$ cat config.mk
export PLATFORM = sky130hd
export DESIGN_NAME = multi_func_alu_ctrl
export DESIGN_NICKNAME = d
export VERILOG_FILES = /design/src/rtl/multi_func_alu_ctrl.sv
export SDC_FILE = /design/constraint.sdc
export NUM_CORES = 1
export LEC_CHECK = 0
export BUFFER_PORTS_ARGS = -buffer_cell sky130_fd_sc_hd__buf_4
export CELL_PAD_IN_SITES_DETAIL_PLACEMENT = 1
export CELL_PAD_IN_SITES_GLOBAL_PLACEMENT = 2
export CORE_MARGIN = 8
export CORE_UTILIZATION = 26
export DETAILED_ROUTE_END_ITERATION = 8
export PLACE_DENSITY = 0.87
export SYNTH_ARGS = -nofsm -noshare
export SYNTH_HDL_FRONTEND = slang
export SYNTH_SLANG_ARGS = --single-unit
$ cat constraint.sdc
create_clock -name MULTI_FUNC_ALU_CTRL_clk_xi -period 1.7 [get_ports MULTI_FUNC_ALU_CTRL_clk_xi]
set_input_delay 0.255 -clock MULTI_FUNC_ALU_CTRL_clk_xi [delete_from_list [all_inputs] [get_ports MULTI_FUNC_ALU_CTRL_clk_xi]]
set_output_delay 0.255 -clock MULTI_FUNC_ALU_CTRL_clk_xi [all_outputs]
set_load 0.01 [all_outputs]
$ cat src/rtl/multi_func_alu_ctrl.sv
// Purpose : round-robin sequencer sharing one combinational ALU between two requesters.
// Latency : done pulses SETTLE_CYCLES+1 cycles after the grant edge (1 cycle for an illegal opcode).
// Backpr. : requests are sampled only in IDLE; a requester holds req until it sees its gnt bit.
//
// Ports:
//   clk_xi / rst_xi          clock, synchronous active-high reset
//   req_xi[1:0]              request bits, bit i = requester i
//   op*/a*/b*_xi             opcode and operands of requester 0/1, sampled on the grant edge
//   gnt_xo[1:0]              one-hot grant, high through DRIVE and DONE
//   done_xo[1:0]             one-cycle completion pulse to the served requester
//   err_xo                   illegal-opcode flag, valid with done
//   result_xo                last captured ALU result
//   busy_xo                  high whenever the sequencer is not idle
//   alu_op/a/b_xo, alu_res_xi  ALU operand lines (zero outside DRIVE) and its result
module multi_func_alu_ctrl #(
  parameter int OP_W          = 3,
  parameter int DATA_W        = 3,
  parameter int RES_W         = 8,
  parameter int SETTLE_CYCLES = 2,
  parameter int NUM_OPS       = 6
) (
  input  logic              MULTI_FUNC_ALU_CTRL_clk_xi,
  input  logic              MULTI_FUNC_ALU_CTRL_rst_xi,
  input  logic [1:0]        MULTI_FUNC_ALU_CTRL_req_xi,
  input  logic [OP_W-1:0]   MULTI_FUNC_ALU_CTRL_op0_xi,
  input  logic [OP_W-1:0]   MULTI_FUNC_ALU_CTRL_op1_xi,
  input  logic [DATA_W-1:0] MULTI_FUNC_ALU_CTRL_a0_xi,
  input  logic [DATA_W-1:0] MULTI_FUNC_ALU_CTRL_a1_xi,
  input  logic [DATA_W-1:0] MULTI_FUNC_ALU_CTRL_b0_xi,
  input  logic [DATA_W-1:0] MULTI_FUNC_ALU_CTRL_b1_xi,
  output logic [1:0]        MULTI_FUNC_ALU_CTRL_gnt_xo,
  output logic [1:0]        MULTI_FUNC_ALU_CTRL_done_xo,
  output logic              MULTI_FUNC_ALU_CTRL_err_xo,
  output logic [RES_W-1:0]  MULTI_FUNC_ALU_CTRL_result_xo,
  output logic              MULTI_FUNC_ALU_CTRL_busy_xo,
  output logic [OP_W-1:0]   MULTI_FUNC_ALU_CTRL_alu_op_xo,
  output logic [DATA_W-1:0] MULTI_FUNC_ALU_CTRL_alu_a_xo,
  output logic [DATA_W-1:0] MULTI_FUNC_ALU_CTRL_alu_b_xo,
  input  logic [RES_W-1:0]  MULTI_FUNC_ALU_CTRL_alu_res_xi
);

  // Counter is loaded with SETTLE_CYCLES-1 so DRIVE lasts exactly SETTLE_CYCLES cycles.
  localparam logic [3:0] CNT_INIT = 4'(SETTLE_CYCLES - 1);

  typedef enum logic [1:0] {
    IDLE  = 2'd0,
    DRIVE = 2'd1,
    DONE  = 2'd2
  } state_t;

  state_t state;
  state_t state_nxt;

  logic [1:0]        gnt_q;
  logic              ptr_q;
  logic [OP_W-1:0]   op_q;
  logic [DATA_W-1:0] a_q;
  logic [DATA_W-1:0] b_q;
  logic [3:0]        cnt_q;
  logic [RES_W-1:0]  result_q;
  logic              err_q;

  logic              any_req;
  logic              win_sel;
  logic              sel_legal;
  logic [OP_W-1:0]   sel_op;
  logic [DATA_W-1:0] sel_a;
  logic [DATA_W-1:0] sel_b;

  // Arbitration: a lone request wins outright; on a tie the priority pointer decides.
  assign any_req   = |MULTI_FUNC_ALU_CTRL_req_xi;
  assign win_sel   = (MULTI_FUNC_ALU_CTRL_req_xi == 2'b11) ? ptr_q : MULTI_FUNC_ALU_CTRL_req_xi[1];
  assign sel_op    = win_sel ? MULTI_FUNC_ALU_CTRL_op1_xi : MULTI_FUNC_ALU_CTRL_op0_xi;
  assign sel_a     = win_sel ? MULTI_FUNC_ALU_CTRL_a1_xi  : MULTI_FUNC_ALU_CTRL_a0_xi;
  assign sel_b     = win_sel ? MULTI_FUNC_ALU_CTRL_b1_xi  : MULTI_FUNC_ALU_CTRL_b0_xi;
  assign sel_legal = (int'(sel_op) < NUM_OPS);

  // State register
  always_ff @(posedge MULTI_FUNC_ALU_CTRL_clk_xi) begin
    if (MULTI_FUNC_ALU_CTRL_rst_xi) begin
      state <= IDLE;
    end else begin
      state <= state_nxt;
    end
  end

  // Next-state logic
  always_comb begin
    state_nxt = state;
    case (state)
      IDLE: begin
        if (any_req) begin
          // Illegal opcodes skip DRIVE so the ALU lines are never exercised.
          state_nxt = sel_legal ? DRIVE : DONE;
        end
      end
      DRIVE: begin
        if (cnt_q == 4'd0) begin
          state_nxt = DONE;
        end
      end
      DONE:    state_nxt = IDLE;
      default: state_nxt = IDLE;
    endcase
  end

  // Request latch, settle counter, result capture and priority pointer
  always_ff @(posedge MULTI_FUNC_ALU_CTRL_clk_xi) begin
    if (MULTI_FUNC_ALU_CTRL_rst_xi) begin
      gnt_q    <= 2'b00;
      ptr_q    <= 1'b0;
      op_q     <= '0;
      a_q      <= '0;
      b_q      <= '0;
      cnt_q    <= 4'd0;
      result_q <= '0;
      err_q    <= 1'b0;
    end else begin
      case (state)
        IDLE: begin
          if (any_req) begin
            gnt_q <= win_sel ? 2'b10 : 2'b01;
            op_q  <= sel_op;
            a_q   <= sel_a;
            b_q   <= sel_b;
            cnt_q <= CNT_INIT;
            err_q <= ~sel_legal;
          end
        end
        DRIVE: begin
          if (cnt_q == 4'd0) begin
            result_q <= MULTI_FUNC_ALU_CTRL_alu_res_xi;
          end else begin
            cnt_q <= cnt_q - 4'd1;
          end
        end
        DONE: begin
          // Pointer hands priority to whichever requester was not just served.
          ptr_q <= gnt_q[0];
          gnt_q <= 2'b00;
          err_q <= 1'b0;
        end
        default: begin
        end
      endcase
    end
  end

  // Output decode
  always_comb begin
    MULTI_FUNC_ALU_CTRL_gnt_xo    = gnt_q;
    MULTI_FUNC_ALU_CTRL_busy_xo   = (state != IDLE);
    MULTI_FUNC_ALU_CTRL_done_xo   = 2'b00;
    MULTI_FUNC_ALU_CTRL_err_xo    = 1'b0;
    MULTI_FUNC_ALU_CTRL_alu_op_xo = '0;
    MULTI_FUNC_ALU_CTRL_alu_a_xo  = '0;
    MULTI_FUNC_ALU_CTRL_alu_b_xo  = '0;
    case (state)
      DRIVE: begin
        MULTI_FUNC_ALU_CTRL_alu_op_xo = op_q;
        MULTI_FUNC_ALU_CTRL_alu_a_xo  = a_q;
        MULTI_FUNC_ALU_CTRL_alu_b_xo  = b_q;
      end
      DONE: begin
        MULTI_FUNC_ALU_CTRL_done_xo = gnt_q;
        MULTI_FUNC_ALU_CTRL_err_xo  = err_q;
      end
      default: begin
      end
    endcase
  end

  assign MULTI_FUNC_ALU_CTRL_result_xo = result_q;

endmodule

# ---- Word level (Yosys, flattened, before mapping)
# Index checks and enable logic that the tools add are counted.
dict set report totals {
  reg_bits 27
  word_cells 50
  out_inout_bits 23
  in_bits 30
}
dict set report classes {
  mux 21
  n_eq_ne 6
  n_lt_le_gt_ge 1
  n_reduce_logical 11
  add_sub_neg 1
  bitwise_logic 1
}
# cell n
set ops {}
lappend ops {{3-bit two-way mux} 6}
lappend ops {{2-bit two-way mux} 6}
lappend ops {{4-bit two-way mux} 2}
lappend ops {{2-bit case mux with 2 select lines} 2}
lappend ops {{4-bit case mux with 2 select lines} 1}
lappend ops {{2-bit AND reduction} 4}
lappend ops {{2-bit != test (second input constant)} 3}
lappend ops {{2-bit nonzero test} 3}
lappend ops {{2-bit == test (second input constant)} 2}
lappend ops {{4-bit logical NOT} 1}
lappend ops {{4-bit by 1-bit subtractor with 4-bit output (second input constant)} 1}
lappend ops {{3-bit < comparator (second input constant)} 1}
lappend ops {{1-bit two-way mux} 3}
lappend ops {{3-bit AND reduction} 1}
lappend ops {{2-bit by 1-bit == test with 1-bit output (second input constant)} 1}
lappend ops {{2-bit logical NOT} 1}
lappend ops {{1-bit case mux with 2 select lines} 1}
lappend ops {{2-bit OR reduction} 1}
lappend ops {{1-bit NOT} 1}

# ---- Logic depth before layout (Yosys ltp)
# Gate-level depths: netlist (run 1).
dict set report depth {
  word_depth 7
  depth_mapped 7
  mapped_depth_nobuf 6
}

# ---- Worst setup path before layout (run 1)
# OpenSTA, ideal clock, no wires.
dict set report synth_timing {
  path_type {register to register}
  startpoint {register cnt_q[0]}
  endpoint {register cnt_q[1]}
  n_path_buf 1
  setup_time_ps 115
  t_required_ps 1585
  slack_ps 290
  period_less_slack_ps 1410
  stages_incl_launch_ff 8
  arrival_ps 1294
  cell_sequence {dfxtp_1 > inv_1 > ha_1 > nor3b_2 > buf_2 > nor2_1 > nor3_1 > o21ba_2}
}
dict set report synth_between {
  elab_chain_len 3
  elab_cells_between_ends 6
  classes_between {add/sub: 1; eq/ne: 1; mux: 2; reduce/logical: 2}
}
# item line
set synth_lines {}
lappend synth_lines {{start: declaration} 59} ;# logic [3:0] cnt_q;
lappend synth_lines {{start signal: assignment} 134} ;# cnt_q <= cnt_q - 4'd1;
lappend synth_lines {{4-bit by 1-bit subtractor with 4-bit output or 4-bit logical NOT (tied branches)} {134, 131}}
lappend synth_lines {{4-bit two-way mux or 2-bit != test (tied branches)} -}
lappend synth_lines {{4-bit case mux with 2 select lines or 3-bit AND reduction (tied branches)} -}
# Parallel ways exist; a longest one is shown, timed or not. The select of a mux whose other input is x is not followed.
# A chain may end at the register's enable or synchronous reset.

# ---- Worst setup path in the final report (run 1)
dict set report layout_timing {
  startpoint {register state[1]}
  endpoint {output port MULTI_FUNC_ALU_CTRL_alu_b_xo[0]}
}
dict set report layout_between {
  elab_chain_len 2
}
# item line
set layout_lines {}
lappend layout_lines {{start: declaration} 51} ;# state_t state;
lappend layout_lines {{start signal: assignment} 83} ;# state <= state_nxt;
lappend layout_lines {{2-bit by 1-bit == test with 1-bit output} 158} ;# case (state)
lappend layout_lines {{3-bit two-way mux} 158}
lappend layout_lines {{end: declaration} 38} ;# output logic [DATA_W-1:0] MULTI_FUNC_ALU_CTRL_alu_b_xo,
# Every way passes these cells.

==> results of run 1 <==
## sequential cells by signal (all words and copies together), names as in the netlist
| signal | flops |
|---|---|
| MULTI_FUNC_ALU_CTRL_gnt_xo | 2 |
| b_q | 3 |
| err_q | 1 |
| a_q | 3 |
| cnt_q | 4 |
| op_q | 3 |
| ptr_q | 1 |
| state | 2 |
| MULTI_FUNC_ALU_CTRL_result_xo | 8 |
## metal layers
layer,vias to the layer above,GRT usage [%],part of all wire [%]
met2,28,17.5,50
met3,2,3.38,5.1
met5,-,0,0
met4,0,1.94,0.49
met1,572,12.5,44
li1,618,-,-
## worst max path at each step
stage | startpoint | slack (ps) | cells after the start | end
after floorplan | cnt_q[0]$_SDFFE_PP0P_ | 290 | 7 | cnt_q[1]$_SDFFE_PP0P_
after global placement | cnt_q[0]$_SDFFE_PP0P_ | 280 | 6 | MULTI_FUNC_ALU_CTRL_result_xo[1]$_SDFFE_PP0P_
after detailed placement | cnt_q[0]$_SDFFE_PP0P_ | 230 | 6 | MULTI_FUNC_ALU_CTRL_result_xo[5]$_SDFFE_PP0P_
after CTS | state[1]$_SDFFE_PP0P_ | 10 | 3 | MULTI_FUNC_ALU_CTRL_done_xo[0]
after global routing | state[1]$_SDFFE_PP0P_ | 10 | 4 | MULTI_FUNC_ALU_CTRL_alu_b_xo[0]
final | state[1]$_SDFFE_PP0P_ | 100 | 4 | MULTI_FUNC_ALU_CTRL_alu_b_xo[0]
## cell type report
cell class,instances,share of cell area [%]
multi-input combinational,108,38.0
sequential,27,31.2
timing repair buffer,55,23.7
tap,54,3.88
clock buffer,4,2.58
inverter,3,0.646
## cell usage in the layout, fill, tap and decap left out, types with 2 or more instances in the layout
| cell | count |
|---|---|
| sky130_fd_sc_hd__nand3_1 | 11 |
| sky130_fd_sc_hd__a221o_1 | 3 |
| sky130_fd_sc_hd__and2_1 | 12 |
| sky130_fd_sc_hd__mux2i_1 | 4 |
| sky130_fd_sc_hd__nor3_1 | 4 |
| sky130_fd_sc_hd__dfxtp_1 | 25 |
| sky130_fd_sc_hd__and3_1 | 2 |
| sky130_fd_sc_hd__buf_4 | 55 |
| sky130_fd_sc_hd__or3_1 | 2 |
| sky130_fd_sc_hd__dfxtp_2 | 2 |
| sky130_fd_sc_hd__clkbuf_8 | 3 |
| sky130_fd_sc_hd__nand2b_1 | 3 |
| sky130_fd_sc_hd__nor2_4 | 2 |
| sky130_fd_sc_hd__inv_1 | 2 |
| sky130_fd_sc_hd__nor3b_1 | 3 |
| sky130_fd_sc_hd__nor2_1 | 12 |
| sky130_fd_sc_hd__a22oi_1 | 2 |
| sky130_fd_sc_hd__nand2_1 | 15 |
| sky130_fd_sc_hd__a21oi_1 | 12 |
| sky130_fd_sc_hd__a222oi_1 | 2 |
| sky130_fd_sc_hd__a211oi_1 | 3 |
## kinds of logic after synthesis
group	count (synthesis)	share of synthesized area (%)
AND/OR/NAND/NOR	73	32.2
AO/OA/AOI/OAI	29	16.3
flip-flops	27	43.7
buffers and inverters	9	2.93
multiplexers	4	3.24
XOR/XNOR	1	0.708
adder cells (fa/ha/maj)	1	1.01
## power by group through the flow
stage	Clock (mW)	Combinational (mW)	Sequential, mW
after floorplan	0	0.266	0.757
after global placement	0	0.467	0.756
after detailed placement	0	0.478	0.757
after CTS	0.381	0.479	0.742
after global routing	0.416	0.526	0.755
final	0.362	0.467	0.745
==> impl_results.rst, run 1 <==
.. list-table::
   :header-rows: 1

   * - Metric
     - Value
   * - Crit path kind
     - reg2out
   * - Ordered cell list for the critical path
     - and2b_1 -> buf_4 -> and2_1 -> buf_4
   * - Arrival time worst endpoint
     - around 1400 ps
   * - First-pass GRT wire length
     - 6150 um
   * - Postcts setup bufs
     - 0
   * - TritonCTS Buffers
     - 3
   * - P_sw
     - about 0.5 mW
   * - Remaining routing DRC violations
     - 0
   * - Synth cell types
     - 38
   * - Root Driver
     - sky130_fd_sc_hd__clkbuf_8
   * - Die Ht
     - 85.0 um
   * - Worst Skew
     - 2.81 ps
   * - Element type at the critical path end
     - primary output
   * - Count of boundary I/O pins
     - 53
   * - Number of I/O port buffers
     - 52
   * - Number of core rows
     - 25
   * - Most numerous cell types in the synthesized netlist
     - 27 x sky130_fd_sc_hd__dfxtp_1, 15 x sky130_fd_sc_hd__nand2_1, 12 x sky130_fd_sc_hd__a21oi_1, 12 x sky130_fd_sc_hd__and2_1, 12 x sky130_fd_sc_hd__nor2_1
   * - Combinational fraction of design power
     - between 20 and 30%
   * - Number of antenna repair diodes
     - 0
   * - P_int
     - around 1.1 mW
   * - Floorplan die area
     - slightly above 7000 um2
   * - Buffers plus inverters on the worst setup path
     - 2
   * - Minimum clock period after layout
     - 1600 ps
   * - Cells taking the most area after synthesis
     - sky130_fd_sc_hd__dfxtp_1 44%, sky130_fd_sc_hd__and2_1 6.1%, sky130_fd_sc_hd__a21oi_1 4.9%
   * - Detail Placement HPWL
     - between 2000 and 3000 um
   * - Number of placed instances with taps included
     - approximately 250
   * - Headroom to the max-slew limit
     - 61.0%
   * - Overall Power
     - 1.57 mW
   * - Effective utilization at floorplan
     - a little over a quarter
   * - Max-capacitance violation count
     - 0
   * - Synthesis Warnings
     - 0
   * - Required time at the worst-slack endpoint
     - between 1000 and 1500 ps
   * - Number of inserted filler cells in the final layout
     - around 580
   * - Synthesis-stage register bit count
     - 27
   * - Top achievable clock speed
     - 624 MHz
   * - Startpoint of the most critical register-to-register path
     - cnt_q[0]$_SDFFE_PP0P_
   * - Power per Cell Area
     - 903 nW/um2
   * - Worst ir drop on vdd
     - between 0.0004 and 0.0005 V
   * - Reg2Reg Capture Point
     - cnt_q[1]$_SDFFE_PP0P_
   * - Hold Path Stages
     - 2
   * - Path class of the lowest-slack min-delay path
     - in2reg
   * - Wirelength per Cell
     - between 10 and 15 um
   * - Netlist area before placement
     - between 1000 and 1500 um2
   * - Setup repair after global routing missed its margin
     - false
   * - Sequential share of power
     - between 40% and 50%
   * - Overall via count from detail_route
     - about 1200
   * - Source-to-sink clock delay at the later pin of the worst-skew pair
     - 270 ps
   * - Post-synth EDFFs
     - 0
   * - Cell type group with the largest total delay on the critical path
     - flip-flops
   * - Largest fanout of any net on the critical path
     - 12
   * - Post-placement cell area
     - ~1700 um2
   * - Cell occurring most often along the worst timing path
     - sky130_fd_sc_hd__buf_4
   * - Core ar.
     - roughly 4700 um2
   * - Flip-flop and latch area
     - approximately 540 um2
   * - Final design utilization
     - a little under two fifths
   * - Cell taking the most area after synthesis
     - sky130_fd_sc_hd__dfxtp_1
   * - Dominant synthesized flop cell
     - sky130_fd_sc_hd__dfxtp_1
   * - TritonCTS clock tree
     - done
   * - Register-to-register setup slack
     - roughly 240 ps
   * - Antenna Nets Post-Route
     - 0
   * - Sequential share of the synthesized area
     - 43.7%
   * - Aggregate global routing overflow
     - 0
   * - Number of H-tree levels
     - 1
   * - Largest net degree at the start of global routing
     - 32
   * - Post-cts hold buffer count
     - 0
   * - Leakage
     - approximately 0.76 nW
   * - Count of final max-slew check failures
     - 0
   * - WHS Endpoint
     - a_q[2]$_SDFFE_PP0P_
   * - Synthesis-to-layout area growth
     - 40.8%
   * - Nets
     - approximately 230
   * - Total length of routed wires
     - 3680 um
   * - Minimum setup slack after placement
     - 226 ps
   * - Fin Setup TNS
     - 0 ps
   * - Average vias per placed instance
     - a little under 5
   * - Number of buffers on the longest clock path
     - 2
   * - Worst Min Path Start
     - MULTI_FUNC_ALU_CTRL_a0_xi[2]
   * - Biggest cell delay along the critical path
     - 390 ps
   * - Master of the slowest instance on the critical path
     - sky130_fd_sc_hd__dfxtp_2
   * - Share of the clock period used by the worst path after layout
     - 94.3%
   * - Sort of element at the start of the critical path
     - flop
   * - Setup violation total in the final timing report
     - 0
   * - Gr usage total
     - approximately a tenth
   * - Final hold slack
     - 203 ps
   * - Final hold violation count
     - 0
   * - Syn avg cell area
     - between 8 and 9 um2
   * - Post-route non-filler standard cell count
     - 251
   * - Post-Syn Nets
     - around 180
   * - Gates resized, CTS repair
     - 0
   * - Sink Count
     - 27
   * - Reg2Reg Depth
     - 6
   * - Gate count of the mapped netlist
     - approximately 140
   * - Number of antenna violations at the first check in global routing
     - 0
   * - X dimension of the die
     - ~85 um
   * - Ys async rst share
     - 0%
   * - Most numerous cell in the Yosys netlist
     - sky130_fd_sc_hd__dfxtp_1
   * - Via count of the first global-routing pass
     - between 1000 and 1500
   * - Reg clk slew, reported paths
     - ~90 ps
   * - Switching Share
     - a little over 30%
   * - Clk pwr share
     - approximately 23%
   * - Result of the run
     - finished, final reports clean
   * - DRT Pass-1 Iters
     - 4
   * - Area of all placed cells without fillers
     - 1740 um2
   * - Gp weighted congestion
     - 0.732
   * - Final setup margin
     - 97.3 ps
   * - Portion of synthesized cell area occupied by the leading cell type
     - a little over two fifths
   * - Slew at the pin with the worst max-slew slack
     - 581 ps
   * - Number of DRC markers in iteration 0
     - 29
   * - Layout cells sized above 1
     - about a third
   * - Total area of multi-input combinational cells
     - 663 um2
Note: power is estimated with default switching activity, not from simulation.
==> run 2: changes to the inputs <==
- BUFFER_PORTS_ARGS: -buffer_cell sky130_fd_sc_hd__buf_4 -> -buffer_cell sky130_fd_sc_hd__buf_2
- CORE_UTILIZATION: 26 -> 27
- PLACE_DENSITY: 0.87 -> 0.89
- clock period: 1.7 -> 2 ns (I/O delays scaled with it)
==> run 2 against run 1 <==
Against the previous run: flip-flop and latch count unchanged; critical path type unchanged; register-to-register slack better by 270 ps; worst setup slack better by 160 ps; largest cell class unchanged; via count is 0.25% higher; critical endpoint is now MULTI_FUNC_ALU_CTRL_err_xo; routed wire length shrank 6.1%.
==> impl_results.rst, run 2 (synthesis results as in run 1) <==
.. list-table::
   :header-rows: 1

   * - Metric
     - Value
   * - Reg clk slew, reported paths
     - 90 ps
   * - Layout cells sized above 1
     - 34.2%
   * - Number of buffers on the longest clock path
     - 2
   * - Floorplan die area
     - approximately 7000 um2
   * - Minimum clock period after layout
     - ~1700 ps
   * - Post-route non-filler standard cell count
     - between 200 and 250
   * - Nets
     - between 200 and 250
   * - Number of core rows
     - 24
   * - Sink Count
     - 27
   * - Number of placed instances with taps included
     - between 200 and 250
   * - Leakage
     - between 0.7 and 0.8 nW
   * - Postcts setup bufs
     - 0
   * - Overall Power
     - ~1.3 mW
   * - Largest fanout of any net on the critical path
     - 6
   * - Master of the slowest instance on the critical path
     - sky130_fd_sc_hd__dfxtp_1
   * - Setup repair after global routing missed its margin
     - false
   * - Gates resized, CTS repair
     - 0
   * - Final hold slack
     - about 250 ps
   * - Antenna Nets Post-Route
     - 0
   * - First-pass GRT wire length
     - 5930 um
   * - Count of final max-slew check failures
     - 0
   * - X dimension of the die
     - about 84 um
   * - Number of I/O port buffers
     - 52
   * - Source-to-sink clock delay at the later pin of the worst-skew pair
     - around 270 ps
   * - Share of the clock period used by the worst path after layout
     - 87.3%
   * - Aggregate global routing overflow
     - 0
   * - TritonCTS clock tree
     - done
   * - Final design utilization
     - approximately 37%
   * - Most used cells in the layout excluding fill and tap cells
     - 52 x sky130_fd_sc_hd__buf_2, 27 x sky130_fd_sc_hd__dfxtp_1, 15 x sky130_fd_sc_hd__nand2_1
   * - Post-placement cell area
     - about 1600 um2
   * - Ordered cell list for the critical path
     - nor2b_1 -> and2_1 -> buf_2
   * - Final setup margin
     - ~250 ps
   * - Final hold violation count
     - 0
   * - Synthesis-to-layout area growth
     - 29.5%
   * - Power per Cell Area
     - between 800 and 900 nW/um2
   * - Required time at the worst-slack endpoint
     - 1700 ps
   * - Setup violation total in the final timing report
     - 0
   * - Cell type group with the largest total delay on the critical path
     - simple AND/OR/NAND/NOR gates
   * - Detail Placement HPWL
     - about 2700 um
   * - Buffers plus inverters on the worst setup path
     - 1
   * - Die Ht
     - approximately 84 um
   * - Average vias per placed instance
     - between 4 and 5
   * - Register-to-register setup slack
     - around 510 ps
   * - Top achievable clock speed
     - between 500 and 600 MHz
   * - Effective utilization at floorplan
     - between 20% and 30%
   * - Number of inserted filler cells in the final layout
     - around 550
   * - Worst ir drop on vdd
     - around 0.00032 V
   * - Worst Skew
     - 2.82 ps
   * - Headroom to the max-slew limit
     - ~60%
   * - Remaining routing DRC violations
     - 0
   * - Post-cts hold buffer count
     - 0
   * - Count of boundary I/O pins
     - 53
   * - Gp weighted congestion
     - 0.676
   * - Number of cells on the critical path
     - 3
   * - Overall via count from detail_route
     - ~1200
   * - Root Driver
     - sky130_fd_sc_hd__clkbuf_8
   * - Path class of the lowest-slack min-delay path
     - in2reg
   * - Hold Path Stages
     - 2
   * - Sort of element at the start of the critical path
     - flop
   * - Slew at the pin with the worst max-slew slack
     - just under 600 ps
   * - Gr usage total
     - 9.76%
   * - Result of the run
     - finished, final reports clean
   * - Number of DRC markers in iteration 0
     - between 40 and 50
   * - Fin Setup TNS
     - 0 ps
   * - Largest net degree at the start of global routing
     - 32
   * - TritonCTS Buffers
     - 3
   * - Wirelength per Cell
     - ~14 um
   * - Total length of routed wires
     - 3460 um
   * - Most common library cell in the layout ignoring fill and taps
     - sky130_fd_sc_hd__buf_2
   * - Minimum setup slack after placement
     - ~380 ps
   * - Crit path kind
     - reg2out
   * - Area of all placed cells without fillers
     - roughly 1600 um2
   * - Element type at the critical path end
     - primary output
   * - DRT Pass-1 Iters
     - 4
   * - Arrival time worst endpoint
     - around 1500 ps
   * - Via count of the first global-routing pass
     - between 1000 and 1500
   * - Number of antenna violations at the first check in global routing
     - 0
   * - Max FFs per register
     - 8
   * - Number of H-tree levels
     - 1
   * - Biggest cell delay along the critical path
     - 430 ps
   * - Number of antenna repair diodes
     - 0
   * - Core ar.
     - ~4400 um2
   * - Max-capacitance violation count
     - 0
   * - Reg2Reg Depth
     - 6
## run 2: worst paths after layout
path                           startpoint                    endpoint
max                 state[1]$_SDFFE_PP0P_  MULTI_FUNC_ALU_CTRL_err_xo
min          MULTI_FUNC_ALU_CTRL_a0_xi[1]         a_q[1]$_SDFFE_PP0P_
max reg2reg         cnt_q[0]$_SDFFE_PP0P_       cnt_q[1]$_SDFFE_PP0P_
min reg2reg          op_q[0]$_SDFFE_PP0P_        op_q[0]$_SDFFE_PP0P_
## run 2: report_power, final
group | internal (mW) | switching [mW] | total (mW)
combinational | 0.149 | 0.204 | 0.353
sequential | 0.593 | 0.0364 | 0.630
clock | 0.141 | 0.176 | 0.317
total | 0.883 | 0.416 | 1.30
## run 2: metal layers
metal / vias to the layer above / GRT usage [%] / share of wire (%) / routed length, um
li1: 616 / - / - / -
met1: 561 / 11.9 / 49 / 1710
met2: 42 / 15.8 / 43 / 1500
met3: 4 / 3.13 / 6.5 / 223
met4: 0 / 2.83 / 0.78 / 27
met5: - / 0 / 0 / 0
## run 2: final cells by class
| class | instances | area, um2 | area share (%) |
|---|---|---|---|
| Clock buffer | 3 | 41.3 | 2.58 |
| Sequential cell | 27 | 541 | 33.7 |
| Tap cell | 52 | 65.1 | 4.06 |
| Inverter | 3 | 11.3 | 0.703 |
| Clock inverter | 1 | 7.51 | 0.468 |
| Timing Repair Buffer | 54 | 275 | 17.2 |
| Multi-Input combinational cell | 108 | 662 | 41.3 |
==> run 3: changes to the inputs <==
- CORE_UTILIZATION: 27 -> 29
- CTS_BUF_LIST: default -> sky130_fd_sc_hd__clkbuf_8
- PLACE_DENSITY: 0.89 -> 0.94
==> run 3 against run 2 <==
Against the previous run: flip-flop and latch count stayed put; sequential share of layout area increased by 0.079 points; first-iteration DRC count fell by 20%; cell area fell by 0.23%; routed wire length rose by 5.1%; die area is 5.6% lower; final cell count shrank 0.81%; critical endpoint is now MULTI_FUNC_ALU_CTRL_alu_b_xo[2]; largest power group unchanged; highest routed layer unchanged.
==> impl_results.rst, run 3 (synthesis results as in run 1) <==
.. list-table::
   :header-rows: 1

   * - Metric
     - Value
   * - Sink Count
     - 27
   * - Slew at the pin with the worst max-slew slack
     - approximately 600 ps
   * - Number of I/O port buffers
     - between 50 and 60
   * - Post-cts hold buffer count
     - 0
   * - TritonCTS Buffers
     - 3
   * - Number of DRC markers in iteration 0
     - 39
   * - Number of inserted filler cells in the final layout
     - 514
   * - Layout cells sized above 1
     - between 30% and 40%
   * - Count of boundary I/O pins
     - 53
   * - Top achievable clock speed
     - between 500 and 600 MHz
   * - Final hold slack
     - 246 ps
   * - Worst ir drop on vdd
     - 0.000318 V
   * - Number of antenna repair diodes
     - 0
   * - Combinational fraction of design power
     - 27.2%
   * - Final design utilization
     - 39.4%
   * - Buffers plus inverters on the worst setup path
     - 1
   * - Overall via count from detail_route
     - 1233
   * - Wirelength per Cell
     - about 15 um
   * - Gp weighted congestion
     - 0.659
   * - Root Driver
     - sky130_fd_sc_hd__clkbuf_8
   * - Aggregate global routing overflow
     - 0
   * - Area of all placed cells without fillers
     - approximately 1600 um2
   * - Via count of the first global-routing pass
     - about 1300
   * - Core ar.
     - ~4100 um2
   * - Clk pwr share
     - approximately a quarter
   * - Total length of routed wires
     - 3640 um
   * - Max FFs per register
     - 8
   * - Arrival time worst endpoint
     - around 1500 ps
   * - Final setup margin
     - between 150 and 200 ps
   * - Headroom to the max-slew limit
     - between 60% and 70%
   * - Sequential share of power
     - slightly below 50%
   * - Element type at the critical path end
     - primary output
   * - Post-route non-filler standard cell count
     - 246
   * - Required time at the worst-slack endpoint
     - ~1700 ps
   * - Source-to-sink clock delay at the later pin of the worst-skew pair
     - roughly 280 ps
   * - Remaining routing DRC violations
     - 0
   * - Minimum clock period after layout
     - between 1500 and 2000 ps
   * - Total area of multi-input combinational cells
     - roughly 660 um2
   * - Flip-flop and latch area
     - 541 um2
   * - Floorplan die area
     - about 6600 um2
   * - Postcts setup bufs
     - 0
   * - DRT Pass-1 Iters
     - 4
   * - GR Util met3
     - approximately 3.6%
   * - Switching Share
     - about a third
   * - Global-route track usage on met1
     - roughly an eighth
   * - Gr usage total
     - roughly 11%
   * - Max-capacitance violation count
     - 0
   * - Setup violation total in the final timing report
     - 0
   * - Minimum setup slack after placement
     - ~470 ps
   * - Detail Placement HPWL
     - between 2000 and 3000 um
   * - Sort of element at the start of the critical path
     - flop
   * - Result of the run
     - finished, final reports clean
   * - Number of buffers on the longest clock path
     - 2
   * - GR Layer Usage met2
     - 18.8%
   * - Most used cells in the layout excluding fill and tap cells
     - 52 x sky130_fd_sc_hd__buf_2, 27 x sky130_fd_sc_hd__dfxtp_1, 15 x sky130_fd_sc_hd__nand2_1
   * - Reg clk slew, reported paths
     - roughly 90 ps
   * - Setup repair after global routing missed its margin
     - false
   * - Path class of the lowest-slack min-delay path
     - in2reg
   * - Number of H-tree levels
     - 1
   * - Most common library cell in the layout ignoring fill and taps
     - sky130_fd_sc_hd__buf_2
   * - Busiest layer in global routing
     - met2
   * - Number of antenna violations at the first check in global routing
     - 0
   * - Effective utilization at floorplan
     - between 30 and 40%
   * - Final hold violation count
     - 0
   * - Average vias per placed instance
     - between 5 and 6
   * - Ordered cell list for the critical path
     - and2b_1 -> and2_1 -> buf_2
   * - Number of core rows
     - 23
   * - TritonCTS clock tree
     - done
   * - X dimension of the die
     - between 80 and 90 um
   * - Biggest cell delay along the critical path
     - between 400 and 500 ps
   * - Share of the clock period used by the worst path after layout
     - roughly nine tenths
   * - First-pass GRT wire length
     - between 5000 and 6000 um
   * - Number of placed instances with taps included
     - between 200 and 250
   * - Largest fanout of any net on the critical path
     - 14
   * - Synthesis-to-layout area growth
     - 29.2%
   * - P_sw
     - 0.425 mW
   * - Power per Cell Area
     - ~820 nW/um2
   * - Post-placement cell area
     - roughly 1600 um2
   * - Worst Skew
     - between 5 and 6 ps
   * - Nets
     - roughly 230
   * - Gates resized, CTS repair
     - 0
   * - P_int
     - about 0.88 mW
   * - Die Ht
     - 81.3 um
   * - Antenna Nets Post-Route
     - 0
   * - Count of final max-slew check failures
     - 0
   * - Largest net degree at the start of global routing
     - 32
   * - Master of the slowest instance on the critical path
     - sky130_fd_sc_hd__and2b_1
   * - Crit path kind
     - reg2out
   * - Register-to-register setup slack
     - just over 500 ps
   * - Fin Setup TNS
     - 0 ps
   * - Leakage
     - slightly above 0.7 nW
   * - Cell type group with the largest total delay on the critical path
     - simple AND/OR/NAND/NOR gates
   * - Overall Power
     - approximately 1.3 mW
[run 3: changes by cell type in the layout (fill, tap and decap cells not counted)]
cell / change
sky130_fd_sc_hd__and2b_1: +1
sky130_fd_sc_hd__and2b_2: -1
[run 3: path summary, 6_finish.rpt]
path                            depth (start not counted)                                             to                          from
worst max-delay path                                    3                MULTI_FUNC_ALU_CTRL_alu_b_xo[2]         state[0]$_SDFFE_PP0P_
worst max register to register                          6  MULTI_FUNC_ALU_CTRL_result_xo[5]$_SDFFE_PP0P_         cnt_q[0]$_SDFFE_PP0P_
worst min register to register                          2                           op_q[0]$_SDFFE_PP0P_          op_q[0]$_SDFFE_PP0P_
worst min-delay path                                    2                            a_q[0]$_SDFFE_PP0P_  MULTI_FUNC_ALU_CTRL_a0_xi[0]
[run 3: layer usage]
layer	vias to the layer above	routed length (um)
met2	40	1710
li1	613	-
met5	-	0
met3	4	247
met4	0	31
met1	576	1650
[run 3: area by class of cell]
cell class | count | share of cell area [%]
repair buffers | 54 | 17.2
flip-flops and latches | 27 | 33.8
clock buffers | 3 | 2.58
clock inverters | 1 | 0.469
multi-input cells | 108 | 41.3
inverters | 3 | 0.704
well taps | 50 | 3.91
[run 3: power by group through the flow]
stage,clock network [mW],logic (mW),registers (mW)
after floorplan,0,0.226,0.643
after global placement,0,0.354,0.643
after detailed placement,0,0.361,0.642
after CTS,0.329,0.364,0.631
after global routing,0.349,0.397,0.640
final,0.322,0.356,0.630
